`src/rtl/iocontroller_mc.sv`:
```
// Multi-channel syscall I/O controller: decodes acc into opcode/channel and runs a 4-phase
// req/ack handshake on one peripheral channel. Optional ack timeout under `IO_TIMEOUT_EN`.
module iocontroller_mc #(
    parameter int DATA_W    = 16,
    parameter int NCHAN     = 4,
    parameter int CHAN_W    = 2,
    parameter int TIMEOUT   = 255,
    parameter int TIMEOUT_W = 8
) (
    input  logic              clock,
    input  logic              reset,
    input  logic              runio,
    input  logic [DATA_W-1:0] acc,
    input  logic [NCHAN-1:0]  ioack,
    output logic              iobusy,
    output logic [NCHAN-1:0]  io_read,
    output logic [NCHAN-1:0]  io_write,
    output logic              acc_write,
    output logic              halted,
    output logic              ioerr,
    output logic [1:0]        err_code
);

    typedef enum logic [1:0] {
        ST_DECODE    = 2'd0,
        ST_WAITACK   = 2'd1,
        ST_WAITREADY = 2'd2,
        ST_HALT      = 2'd3
    } state_t;

    localparam logic [3:0] OP_HALT  = 4'd0;
    localparam logic [3:0] OP_LOAD  = 4'd1;
    localparam logic [3:0] OP_STORE = 4'd2;

    localparam logic [1:0] ERR_OPCODE  = 2'd1;
    localparam logic [1:0] ERR_CHANNEL = 2'd2;

    state_t              state_r;
    logic [CHAN_W-1:0]   ch_r;
    logic                err_done_r;
    logic                iobusy_r;
    logic [NCHAN-1:0]    io_read_r;
    logic [NCHAN-1:0]    io_write_r;
    logic                acc_write_r;
    logic                halted_r;
    logic                ioerr_r;
    logic [1:0]          err_code_r;

    logic [3:0]          opcode_s;
    logic [CHAN_W-1:0]   chan_s;
    logic                chan_ok_s;
    logic                ack_sel_s;
    logic [NCHAN-1:0]    onehot_s;
    logic                acc_unused_s;

    function automatic logic [NCHAN-1:0] chan_onehot(input logic [CHAN_W-1:0] ch);
        logic [NCHAN-1:0] v;
        v     = {NCHAN{1'b0}};
        v[ch] = 1'b1;
        return v;
    endfunction

    assign acc_unused_s = ^{acc[DATA_W-1:8+CHAN_W], acc[7:4]};

    // Syscall field decode and selected-channel acknowledge
    always_comb begin
        opcode_s  = acc[3:0];
        chan_s    = acc[8 +: CHAN_W];
        chan_ok_s = 1'b0;
        if (32'(chan_s) < NCHAN) begin
            chan_ok_s = 1'b1;
        end else begin
            chan_ok_s = 1'b0;
        end
        onehot_s  = chan_onehot(chan_s);
        ack_sel_s = ioack[ch_r];
    end

`ifdef IO_TIMEOUT_EN
    logic [TIMEOUT_W-1:0] tmo_cnt_r;
`else
    localparam int tmo_unused = TIMEOUT + TIMEOUT_W;
`endif

    // Controller state, sticky flags and registered strobes; updates on the falling edge
    always_ff @(negedge clock or negedge reset) begin
        if (!reset) begin
            state_r     <= ST_DECODE;
            ch_r        <= {CHAN_W{1'b0}};
            err_done_r  <= 1'b0;
            iobusy_r    <= 1'b1;
            io_read_r   <= {NCHAN{1'b0}};
            io_write_r  <= {NCHAN{1'b0}};
            acc_write_r <= 1'b0;
            halted_r    <= 1'b0;
            ioerr_r     <= 1'b0;
            err_code_r  <= 2'd0;
`ifdef IO_TIMEOUT_EN
            tmo_cnt_r   <= {TIMEOUT_W{1'b0}};
`endif
        end else begin
            case (state_r)
                ST_DECODE: begin
                    iobusy_r   <= 1'b1;
                    err_done_r <= 1'b0;
                    if (runio) begin
                        if (opcode_s == OP_HALT) begin
                            halted_r <= 1'b1;
                            state_r  <= ST_HALT;
                        end else if ((opcode_s == OP_LOAD) || (opcode_s == OP_STORE)) begin
                            if (chan_ok_s) begin
                                ch_r <= chan_s;
                                if (opcode_s == OP_LOAD) begin
                                    io_read_r   <= onehot_s;
                                    acc_write_r <= 1'b1;
                                end else begin
                                    io_write_r  <= onehot_s;
                                end
`ifdef IO_TIMEOUT_EN
                                tmo_cnt_r <= {TIMEOUT_W{1'b0}};
`endif
                                state_r <= ST_WAITACK;
                            end else begin
                                ioerr_r    <= 1'b1;
                                err_code_r <= ioerr_r ? err_code_r : ERR_CHANNEL;
                                iobusy_r   <= 1'b0;
                                err_done_r <= 1'b1;
                                state_r    <= ST_WAITREADY;
                            end
                        end else begin
                            ioerr_r    <= 1'b1;
                            err_code_r <= ioerr_r ? err_code_r : ERR_OPCODE;
                            iobusy_r   <= 1'b0;
                            err_done_r <= 1'b1;
                            state_r    <= ST_WAITREADY;
                        end
                    end else begin
                        state_r <= ST_DECODE;
                    end
                end
                ST_WAITACK: begin
                    if (ack_sel_s) begin
                        io_read_r   <= {NCHAN{1'b0}};
                        io_write_r  <= {NCHAN{1'b0}};
                        acc_write_r <= 1'b0;
                        iobusy_r    <= 1'b0;
                        state_r     <= ST_WAITREADY;
                    end
`ifdef IO_TIMEOUT_EN
                    // Ack on the expiry edge is checked first, so it completes normally
                    else if (tmo_cnt_r == TIMEOUT_W'(TIMEOUT - 1)) begin
                        io_read_r   <= {NCHAN{1'b0}};
                        io_write_r  <= {NCHAN{1'b0}};
                        acc_write_r <= 1'b0;
                        ioerr_r     <= 1'b1;
                        err_code_r  <= ioerr_r ? err_code_r : 2'd3;
                        iobusy_r    <= 1'b0;
                        state_r     <= ST_DECODE;
                    end else begin
                        tmo_cnt_r <= tmo_cnt_r + {{(TIMEOUT_W-1){1'b0}}, 1'b1};
                    end
`else
                    else begin
                        state_r <= ST_WAITACK;
                    end
`endif
                end
                ST_WAITREADY: begin
                    iobusy_r <= 1'b1;
                    if (err_done_r || !ack_sel_s) begin
                        err_done_r <= 1'b0;
                        state_r    <= ST_DECODE;
                    end else begin
                        state_r <= ST_WAITREADY;
                    end
                end
                ST_HALT: begin
                    state_r <= ST_HALT;
                end
                default: begin
                    io_read_r   <= {NCHAN{1'b0}};
                    io_write_r  <= {NCHAN{1'b0}};
                    acc_write_r <= 1'b0;
                    iobusy_r    <= 1'b1;
                    state_r     <= ST_DECODE;
                end
            endcase
        end
    end

    assign iobusy    = iobusy_r;
    assign io_read   = io_read_r;
    assign io_write  = io_write_r;
    assign acc_write = acc_write_r;
    assign halted    = halted_r;
    assign ioerr     = ioerr_r;
    assign err_code  = err_code_r;

endmodule

```
`config.mk`:
```
export PLATFORM = sky130hd
export DESIGN_NAME = iocontroller_mc
export DESIGN_NICKNAME = d
export VERILOG_FILES = /design/src/rtl/iocontroller_mc.sv
export SDC_FILE = /design/constraint.sdc
export NUM_CORES = 1
export LEC_CHECK = 0
export ABC_AREA = 0
export CORE_AREA = 3 3 45 68
export CTS_CLUSTER_DIAMETER = 80
export DETAILED_ROUTE_END_ITERATION = 7
export DIE_AREA = 0 0 48 71
export PLACE_DENSITY = 0.71
export SYNTH_ARGS = -nofsm -noshare
export SYNTH_HDL_FRONTEND = slang
export SYNTH_SLANG_ARGS = --single-unit
export TNS_END_PERCENT = 20
```
`constraint.sdc`:
```
create_clock -name clock -period 1.6 [get_ports clock]
set_input_delay 0.32 -clock clock [delete_from_list [all_inputs] [get_ports clock]]
set_output_delay 0.32 -clock clock [all_outputs]
set_load 0.02 [all_outputs]
```
==> impl.org <==
** Clocking
- H-tree Lvls :: 1
- For this design, the sink count on the clock tree is 18.
- The clock passes through at most 2 buffers.
- CTS tree :: done
- Clock-pin slew was measured on the worst setup and hold paths at 0.05 ns.
- Clock tree synthesis inserted a total of 3 buffers.
- CTS root buf :: clkbuf_8
- In this run, post-CTS hold repair placed 0 buffers.
- Clock Latency Late Sink :: 0.32 ns

** Die
- Die Height :: 71 um
- Core region area :: 0.00259 mm^2
- Die X-Extent :: 48 um
- Area of the die :: 0.00341 mm^2
- I/O pin count :: 37
- The floorplan has 23 rows.
- Initial cell density of the core :: 36.6%

** Power and ir drop
- Across the VDD grid, the largest voltage drop is 706 uV.
- Overall power :: 2300 uW
- In this run the static leakage power is 0.000797 uW.
- Power spread over the standard cell area amounts to 1370 mW/mm^2.

** Synth
- The number of nets in the synthesized netlist is 116.
- Leading area contributor after synthesis :: dfrtn_1
- Instance count of the mapped netlist :: 87
- Top area cells in the synthesized netlist :: dfrtn_1 (45%), ha_1 (7.9%), o2bb2ai_1 (4.6%)
- Count of yosys warnings during synthesis :: 0
- Cell area after synthesis :: 947 um^2
- Proportion of synthesized chip area in sequential cells :: 47.7%
- Of all flip-flops after synthesis, the portion carrying an async set or reset was 100%.
- The netlist uses 32 different library cells.
- Area share of the largest cell type after synthesis :: 44.9%
- Top flip-flop cell by instance count after synthesis :: dfrtn_1
- EDFF count, synth :: 0
- Mean post-synth cell area :: 10.9 um^2
- Total of flip-flops plus latches after synthesis :: 18

** Route
- In this run, the number of DRC markers left after iteration 0 of detailed routing was 11.
- In the routed layout, each cell is associated on average with a via count of 5.34.
- The routed layout has 902 vias.
- Pre-antenna DRT Iters :: 4
- Wire length per cell after detailed routing :: 15.8 um
- ANT nets after route :: 0
- The final layout contains routed wiring with a total length of 2680 um.
- Number of DRC violations after detailed routing :: 0

** Hold path
- The min-delay analysis places its worst path in the category reg2reg.
- For hold timing, the worst endpoint is halted.
- Hold Path Cell Cnt :: 2
- In this run the most critical hold path is launched from halted.

** Placement
- The placed instances occupy a cell area of 0.00145 mm^2.
- Input and output buffers added on the ports amount to 25.
- The congestion estimate from routability-driven global placement came to 0.785.
- Half-perimeter wire length after detailed placement :: 1950 um
- Including well taps, the total number of placed cells is 162.

** Setup path
- Required arrival time at the worst endpoint :: 1.28 ns
- R2r startpoint :: state_r[0]
- Crit-path cells :: buf_6
- Highest fanout seen on the critical path :: 2
- R2R setup slack :: -0.07 ns
- Kind of start point of the critical path :: flip-flop
- Endpoint of the worst register-to-register path :: io_write[3]
- The largest single stage delay on the critical path is 0.52 ns.
- Data on the critical path arrives at its endpoint at 1.76 ns.
- Reg2Reg Depth :: 6
- Slowest cell on the critical path :: dfstp_2
- CP endpoint kind :: primary output
- Worst path buffer plus inverter count :: 1
- The critical path is of the reg2out type.
- Broken down by cell family, the worst path's largest delay share belongs to flip-flops.

** GRT
- Antenna violations before repair :: 0
- For this run the aggregate overflow at the end of global routing stands at 0.
- For this run, the total global-route usage over all layers was measured as 18.2%.
- The first global-routing pass estimated 4370 um of wire.
- Pin count of the biggest net entering global routing :: 11
- Via count of the first global-routing pass :: 969

** Layout
- Top library cells by usage in the layout, fill and taps aside :: buf_4 (26), buf_6 (23), dfrtn_1 (17), inv_1 (7), nor2_1 (7)
- Most common cell after layout, fill and taps aside :: buf_4
- Post-route non-filler standard cell count :: 169
- The area growth from synthesis to layout is 77.5%.
- Once layout is done, the placed cells without fillers occupy 0.00168 mm^2.
- The net count of the finished layout is 174.
- ANT cells :: 0
- The layout has 188 filler cells.
- Fraction of layout instances using a drive strength above 1 :: 57.6%

** Timing
- Post-route worst setup slack :: -0.477 ns
- Final-report hold violation count :: 0
- The max-slew violation total from the final report is 0.
- Across the routed clock network, the largest skew measured is 0.0474 ns.
- Setup violations, final :: 30
- Unrepaired setup endpoints after global routing :: yes

** Status
- Run status :: finished with violations
- Failing checks :: negative setup slack

** Run
- The tool flagged a number of max-cap violations equal to 0.
how the worst max path moves through the flow:
stage | end | cells after the start | from | slack [ns]
final | iobusy | 1 | iobusy | -0.48
after detailed placement | io_read[0] | 6 | runio | -1.02
after global routing | iobusy | 1 | iobusy | -0.51
after CTS | iobusy | 1 | iobusy | -0.48
after global placement | io_read[1] | 6 | runio | -1.03
after floorplan | iobusy | 4 | ioack[3] | -0.50
sequential cells by signal, indices dropped and copies added (netlist names):
register and flops:
acc_write 1, io_write 4, ch_r 2, err_code 1
io_read 4, ioerr 1, halted 1, iobusy 1
state_r 2, err_done_r 1
per-layer routing:
| metal | GRT usage (%) | vias to the layer above | wire length [um] | part of all wire (%) |
|---|---|---|---|---|
| li1 | - | 420 | - | - |
| met1 | 19.4 | 451 | 1000 | 37 |
| met2 | 30.8 | 20 | 1480 | 55 |
| met3 | 3.31 | 11 | 64 | 2.4 |
| met4 | 10.8 | 0 | 130 | 4.9 |
| met5 | 0 | - | 0 | 0 |
what timing repair did:
action,CTS,global route
setup endpoints to repair,31,31
pin swaps,5,9
buffers inserted,0,3
hold endpoints to repair,0,0
gates resized for setup,125,24
worst reg2reg max path, stage by stage (launching register included):
cell and delay [ns]:
dfrtn_1 0.35, inv_1 0.11, ha_1 0.29, nand4bb_4 0.17, nor3b_4 0.28, o21ai_4 0.10
a32o_1 0.20
through the flow:
stage	setup TNS [ns]	setup slack [ns]	hold WS, ns	util (%)
2_1_floorplan	-6.75	-0.498	0.448	-
3_3_place_gp	-23.82	-1.03	0.415	56.1
3_5_place_dp	-23.94	-1.02	0.417	56.1
4_1_cts	-9.98	-0.481	0.443	60.0
5_1_grt	-10.26	-0.511	0.473	64.9
6_report	-9.45	-0.477	0.441	64.9
power breakdown:
part	total, uW	leakage (uW)	switching, uW	internal, uW
clock network	392	0.0000341	170	222
registers	722	0.000220	99.1	623
logic	1190	0.000542	571	618
total	2300	0.000797	840	1460
cell families after synthesis:
group                    count (synthesis)  synth area share [%]
XOR/XNOR                                 1                 0.925
AO/OA/AOI/OAI                           24                  19.7
flip-flops                              18                  47.7
multiplexers                             4                  5.94
other                                    1                 0.396
adder cells (fa/ha/maj)                  6                  7.93
AND/OR/NAND/NOR                         25                  13.9
buffers and inverters                    8                  3.57
layout make-up:
| cell class | instances | area [um^2] | area share [%] |
|---|---|---|---|
| multi-input cells | 61 | 598 | 35.6 |
| clock inverters | 1 | 3.75 | 0.223 |
| clock buffers | 4 | 55.1 | 3.27 |
| repair buffers | 54 | 519 | 30.9 |
| flip-flops and latches | 18 | 452 | 26.9 |
| well taps | 25 | 31.3 | 1.86 |
| inverters | 6 | 22.5 | 1.34 |
Yosys cell counts, types with 2 or more instances:
master     number
dfrtn_1        17
nor2_1          8
inv_1           7
ha_1            6
nand2_1         5
o2bb2ai_1       5
a22oi_1         4
a22o_1          3
mux2_2          3
nor2b_1         3
o21ai_0         3
nand2b_1        2
o31ai_1         2
Note: power is estimated with default switching activity, not from simulation.
